===== config.mk =====
export PLATFORM = sky130hd
export DESIGN_NAME = mul_seq_ctrl
export DESIGN_NICKNAME = d
export VERILOG_FILES = /design/src/rtl/mul_seq_ctrl.sv
export SDC_FILE = /design/constraint.sdc
export NUM_CORES = 1
export LEC_CHECK = 0
export BUFFER_PORTS_ARGS = -buffer_cell sky130_fd_sc_hd__buf_2
export CORE_MARGIN = 2
export CORE_UTILIZATION = 51
export CTS_CLUSTER_DIAMETER = 40
export CTS_CLUSTER_SIZE = 20
export DETAILED_ROUTE_END_ITERATION = 7
export GPL_TIMING_DRIVEN = 0
export MAX_ROUTING_LAYER = met4
export PLACE_DENSITY = 0.9
export SETUP_SLACK_MARGIN = 0.02
export SYNTH_ARGS = -nofsm -noshare
export SYNTH_HDL_FRONTEND = slang
export SYNTH_SLANG_ARGS = --single-unit
export TNS_END_PERCENT = 10

===== constraint.sdc =====
create_clock -name clk -period 4.08 [get_ports clk]
set_input_delay 0.816 -clock clk [delete_from_list [all_inputs] [get_ports clk]]
set_output_delay 0.816 -clock clk [all_outputs]
set_load 0.03 [all_outputs]

===== src/rtl/mul_seq_ctrl.sv =====
// Sequencing front-end for the 16x16 unsigned pipelined multiplier core.
// Converts signed operands to magnitudes, sign-corrects the product, watchdogs done.
module mul_seq_ctrl #(
  parameter int unsigned TAG_W   = 3,
  parameter int unsigned TIMEOUT = 16
) (
  input  logic             clk,
  input  logic             reset,
  input  logic             req_valid,
  output logic             req_ready,
  input  logic [15:0]      op_a,
  input  logic [15:0]      op_b,
  input  logic             op_signed,
  input  logic [TAG_W-1:0] req_tag,
  output logic [15:0]      mul_a,
  output logic [15:0]      mul_b,
  output logic             mul_start,
  input  logic [31:0]      mul_product,
  input  logic             mul_done,
  output logic             res_valid,
  input  logic             res_ready,
  output logic [15:0]      res_lo,
  output logic [15:0]      res_hi,
  output logic [TAG_W-1:0] res_tag,
  output logic             res_err,
  output logic             busy
);

  typedef enum logic [1:0] {
    IDLE = 2'd0,
    RUN  = 2'd1,
    DONE = 2'd2
  } state_e;

  localparam int unsigned CW = (TIMEOUT > 2) ? $clog2(TIMEOUT) : 1;
  localparam logic [CW-1:0] LAST = CW'(TIMEOUT - 1);

  state_e           state_q, state_d;
  logic [15:0]      a_q, a_d;
  logic [15:0]      b_q, b_d;
  logic [TAG_W-1:0] tag_q, tag_d;
  logic             neg_q, neg_d;
  logic [CW-1:0]    cnt_q, cnt_d;
  logic [31:0]      res_q, res_d;
  logic             err_q, err_d;

  // Two's-complement magnitude; -32768 wraps to 16'h8000
  function automatic logic [15:0] mag16(
    input logic [15:0] x,
    input logic        s
  );
    logic [15:0] r;
    r = x;
    if (s && x[15]) r = ~x + 16'd1;
    return r;
  endfunction

  always_comb begin
    state_d = state_q;
    a_d     = a_q;
    b_d     = b_q;
    tag_d   = tag_q;
    neg_d   = neg_q;
    cnt_d   = cnt_q;
    res_d   = res_q;
    err_d   = err_q;
    unique case (state_q)
      IDLE: begin
        if (req_valid) begin
          state_d = RUN;
          a_d     = mag16(op_a, op_signed);
          b_d     = mag16(op_b, op_signed);
          tag_d   = req_tag;
          neg_d   = op_signed & (op_a[15] ^ op_b[15]);
          cnt_d   = '0;
        end
      end
      RUN: begin
        cnt_d = cnt_q + 1'b1;
        if (mul_done) begin
          res_d   = neg_q ? (~mul_product + 32'd1)
                          : mul_product;
          err_d   = 1'b0;
          state_d = DONE;
        end else if (cnt_q == LAST) begin
          res_d   = '0;
          err_d   = 1'b1;
          state_d = DONE;
        end
      end
      DONE: begin
        if (res_ready) state_d = IDLE;
      end
      default: state_d = IDLE;
    endcase
  end

  always_ff @(posedge clk) begin
    if (reset) begin
      state_q <= IDLE;
      a_q     <= '0;
      b_q     <= '0;
      tag_q   <= '0;
      neg_q   <= 1'b0;
      cnt_q   <= '0;
      res_q   <= '0;
      err_q   <= 1'b0;
    end else begin
      state_q <= state_d;
      a_q     <= a_d;
      b_q     <= b_d;
      tag_q   <= tag_d;
      neg_q   <= neg_d;
      cnt_q   <= cnt_d;
      res_q   <= res_d;
      err_q   <= err_d;
    end
  end

  assign req_ready = (state_q == IDLE);
  assign mul_start = (state_q == RUN);
  assign res_valid = (state_q == DONE);
  assign busy      = (state_q != IDLE);
  assign mul_a     = a_q;
  assign mul_b     = b_q;
  assign res_lo    = res_q[15:0];
  assign res_hi    = res_q[31:16];
  assign res_tag   = tag_q;
  assign res_err   = err_q;

endmodule


== Yosys cells after proc, flatten, opt, wreduce, memory -nomap -nowiden ==
Index checks and enable logic that the tools add are counted.
Operators by class
  add/subtract/negate cells: 4
  $mul: 0
  div/mod/pow operators: 0
  order comparisons: 0
  equality and inequality tests: 6
  shift-type cells: 0
  multiplexer cells: 14
  bitwise operators: 5
  reduce and logical (&&, ||, !) cells: 10
Operator list (count)
  $mux W32: 3
  $add A16 B1 Y16 const B: 2
  $add A32 B1 Y32 const B: 1
  $mux W16: 2
  $not A16 Y16: 2
  $not A32 Y32: 1
  $mux W2: 4
  $pmux W4 S2: 1
  $pmux W2 S3: 1
  $reduce_and A2 Y1: 3
  $reduce_bool A2 Y1: 3
  $add A4 B1 Y4 const B: 1
  $eq A4 B4 Y1 const B: 1
  $mux W4: 1
  $ne A3 B1 Y1 const B: 1
  $reduce_and A3 Y1: 1
  $eq A2 B1 Y1 const B: 1
  $eq A2 B2 Y1 const B: 1
  $logic_and A1 B1 Y1: 2
  $logic_not A2 Y1: 1
  $mux W1: 2
  $ne A2 B1 Y1 const B: 1
  $ne A2 B2 Y1 const B: 1
  $and A1 B1 Y1: 1
  $xor A1 B1 Y1: 1
Storage, ports and cells
  bits in registers: 75
  latch bits: 0
  bits in writable memories: 0
  memory bits (read-only): 0
  input bits: 73
  output and inout port bits: 72
  word-level logic and storage cells: 47
  memories: 0

== Depth between registers and ports, before layout ==
  word-level depth: 4
  gate-level depth with buffers: 8
  depth with buffers taken out: 7

== Worst setup path before layout ==
OpenSTA, ideal clock, no wires.
  path type: input to register
  start: input op_a[0]
  end: register a_q[10] (netlist: mul_a[10])
  library setup time: 0.086 ns
  arrival: 2.358 ns
  data required time: 3.994 ns
  path slack: 1.636 ns
  stages on the path: 7
  path buffers: 0
  path through: inv_1 > ha_1 > or4b_2 > nor4_1 > a21oi_1 > xnor2_1 > a211oi_1
Between the ends
  cells in the longest elaborated chain, start to end: 3
RTL lines
  start, declared: line 11  | input logic [15:0] op_a,
  $not A16 Y16: line 54  | if (s && x[15]) r = ~x + 16'd1;
  $add A16 B1 Y16: line 54
  $mux W16: line 54
  end signal, assigned: line 101  | a_q <= '0;
  end signal, assigned: line 110  | a_q <= a_d;
  end, declared: line 39  | logic [15:0] a_q, a_d;
Every way passes these cells.
A chain may end at the register's enable or synchronous reset.

== Worst setup path after layout ==
  start: input mul_product[1]
  end: register res_q[30]
Between the ends
  cells in the longest elaborated chain, start to end: 4
RTL lines
  start, declared: line 18  | input logic [31:0] mul_product,
  $not A32 Y32: line 81  | res_d = neg_q ? (~mul_product + 32'd1)
  $add A32 B1 Y32: line 81
  $mux W32: line 81
  $mux W32: line 80  | if (mul_done) begin
  end signal, assigned: line 115  | res_q <= res_d;
  end, declared: line 44  | logic [31:0] res_q, res_d;
Every way passes these cells.

==> impl_metrics.tcl <==
set metrics [dict create \
    postCtsSetupBuffers 0 \
    synth_top_area_frac 0.388 \
    vias 4086 \
    status "finished clean" \
    drt_iter0_drc 189 \
    cp.required_ns 4.31 \
    detail-route-antenna-nets 0 \
    synth_ff_type "dfxtp_1" \
    powerDensity_mw_per_mm2 372 \
    finalNetCount 708 \
    gp_congestion 0.893 \
    hpwl_um 8470 \
    final_util 0.674 \
    hold_violations 0 \
    synth_seq_cells 75 \
    synth_edf_count 0 \
    first_global_vias 3922 \
    setup_viol 0 \
    seq_area_sq_mm 0.00150 \
    ios 145 \
    multiInputGateArea_sq_mm 0.00223 \
    holdWs_ns 0.450 \
    ctsRootBufferMaster "clkbuf_8" \
    dp.cells 719 \
    synth_cell_type_count 45 \
    drive_above_1_share 0.263 \
    relSlewSlack 0.483 \
    clkLatencyLatePin_ns 0.35 \
    grt_setup_unrepaired "false" \
    grt_start_max_net_pins 13 \
    hp-class "reg -> reg" \
    syn_to_final_growth_pct 27.0 \
    p_leak_nw 2.05 \
    remaining_drc_errors 0 \
    antennaDiodeCount 0 \
    syn_area_per_cell_sq_um 8.11 \
    cts_tree "yes" \
    start_kind "input port" \
    grt_pass1_wl_um 18000 \
    grt_remaining_overflow 0 \
    skew_ns 0.00604 \
    io_buffers 143 \
    avgRoutedWirePerCell_um 14.9 \
    dieArea_sq_mm 0.00830 \
    maxCapViolCount 0 \
    place_area_sq_mm 0.00471 \
    endpoint_kind "flip-flop" \
    cts_hold_buf 0 \
    fill_cells 608 \
    yosys.area.top_type "dfxtp_1" \
    dpl_worst_slack_ns 1.19 \
    synthArstFlopShare 0 \
    synth.top_cells.by_count "dfxtp_1 (75), nand2_1 (62), nor2_1 (51), o21ai_0 (38), xor2_1 (33)" \
    crit_path_max_fanout 7 \
    arrival_ns 2.82 \
    cts_resized 0 \
    antenna_found_initial 0 \
    synth_most_common_cell "dfxtp_1" \
    drt-vias-per-instance 5.57 \
    cts.path.max_buffers 2 \
    track_usage 0.271 \
    cp_cell_sequence "buf_2 > inv_1 > ha_1 > nor4b_1 > nand4_1 > nor4_1 > a311o_1 > o211ai_1" \
    max_freq_mhz 388 \
    ys.warnings.count 0 \
    p_total_mw 1.83 \
    numCtsBuffers 9 \
    slew_viol_final 0 \
    synth_nets 554 \
    netlist_area_sq_mm 0.00387 \
    die_h_um 91.1 \
    period_needed_ns 2.58 \
    worst_pin_slew_ns 0.768 \
    htree_levels 3 \
    stdcell_count 734 \
    synth_area_leaders "dfxtp_1 (39%), xor2_1 (7.5%), nand2_1 (6.0%)" \
    max_stage_delay_ns 0.48 \
    core-area_sq_mm 0.00729 \
    clk_pin_slew_ns 0.08 \
    first_pass_iters 5 \
    cp_slowest_cell "nor4b_1" \
    fin_area_sq_mm 0.00491 \
    crit_type "in -> reg" \
    postSynthCellCount 477 \
    max-vdd-ir-drop_uv 229 \
    drt-total-wl_um 11000 \
    layout_setup_ws_ns 1.50 \
    post-route-period-util 0.632 \
    initial_core_util 0.530 \
    die_x_um 91.1 \
    tns_ns 0 \
    cts.sinks 75 \
    reg2reg_slack_ns 1.79 \
    ys_seq_area_frac 0.388 \
    rows 31 \
]
## routing by layer
| layer | routed length [um] | vias up | track usage | share of wire |
|---|---|---|---|---|
| li1 | - | 2005 | - | - |
| met1 | 4650 | 1872 | 0.325 | 0.42 |
| met2 | 5190 | 185 | 0.443 | 0.47 |
| met3 | 914 | 24 | 0.0639 | 0.083 |
| met4 | 212 | 0 | 0.101 | 0.019 |
| met5 | 0 | - | - | 0 |
## layout by cell type, fill, tap and decap left out, drive strengths merged, types with 8 or more instances in the layout
cell type / n
o21ai: 40
xnor2: 20
nand2: 62
o31ai: 11
a211oi: 25
inv: 9
nor2: 51
nor3: 9
a21oi: 21
nand3: 10
dfxtp: 75
buf: 149
xor2: 33
clkbuf: 30
nor4: 10
or3: 8
## power breakdown
group / switching, mW / internal, mW
registers: 0.0260 / 0.779
clock network: 0.275 / 0.340
logic: 0.271 / 0.137
## final timing paths
| path | end | cells after the start | from |
|---|---|---|---|
| max | res_q[30] | 8 | mul_product[1] |
| min | res_q[29] | 2 | res_q[29] |
| max reg2reg | res_q[17] | 8 | cnt_q[0] |
| min reg2reg | res_q[29] | 2 | res_q[29] |
## critical path, delay by kind of cell
family / cells / cell delay [ns]
AND/OR/NAND/NOR: 3 / 1.34
AO/OA/AOI/OAI: 2 / 0.29
buffers and inverters: 2 / 0.18
adder cells (fa/ha/maj): 1 / 0.18
## cells by family after synthesis
group | synth area share
flip-flops | 0.388
AO/OA/AOI/OAI | 0.210
AND/OR/NAND/NOR | 0.226
buffers and inverters | 0.0346
XOR/XNOR | 0.120
multiplexers | 0.00809
adder cells (fa/ha/maj) | 0.0129
## flip-flops by register name, indices dropped and copies added, names as in the netlist
signal   flops
cnt_q        4
mul_a       16
mul_b       16
neg_q        1
res_err      1
res_q       32
res_tag      3
state_q      2
## area by class of cell
cell class              count  area share
well taps                  99      0.0252
multi-input cells         367       0.454
clock inverters             5      0.0160
flip-flops and latches     75       0.306
repair buffers            143       0.146
plain buffers              26      0.0204
clock buffers              10      0.0260
inverters                   9     0.00688
Power figures use the tool's default switching activity.
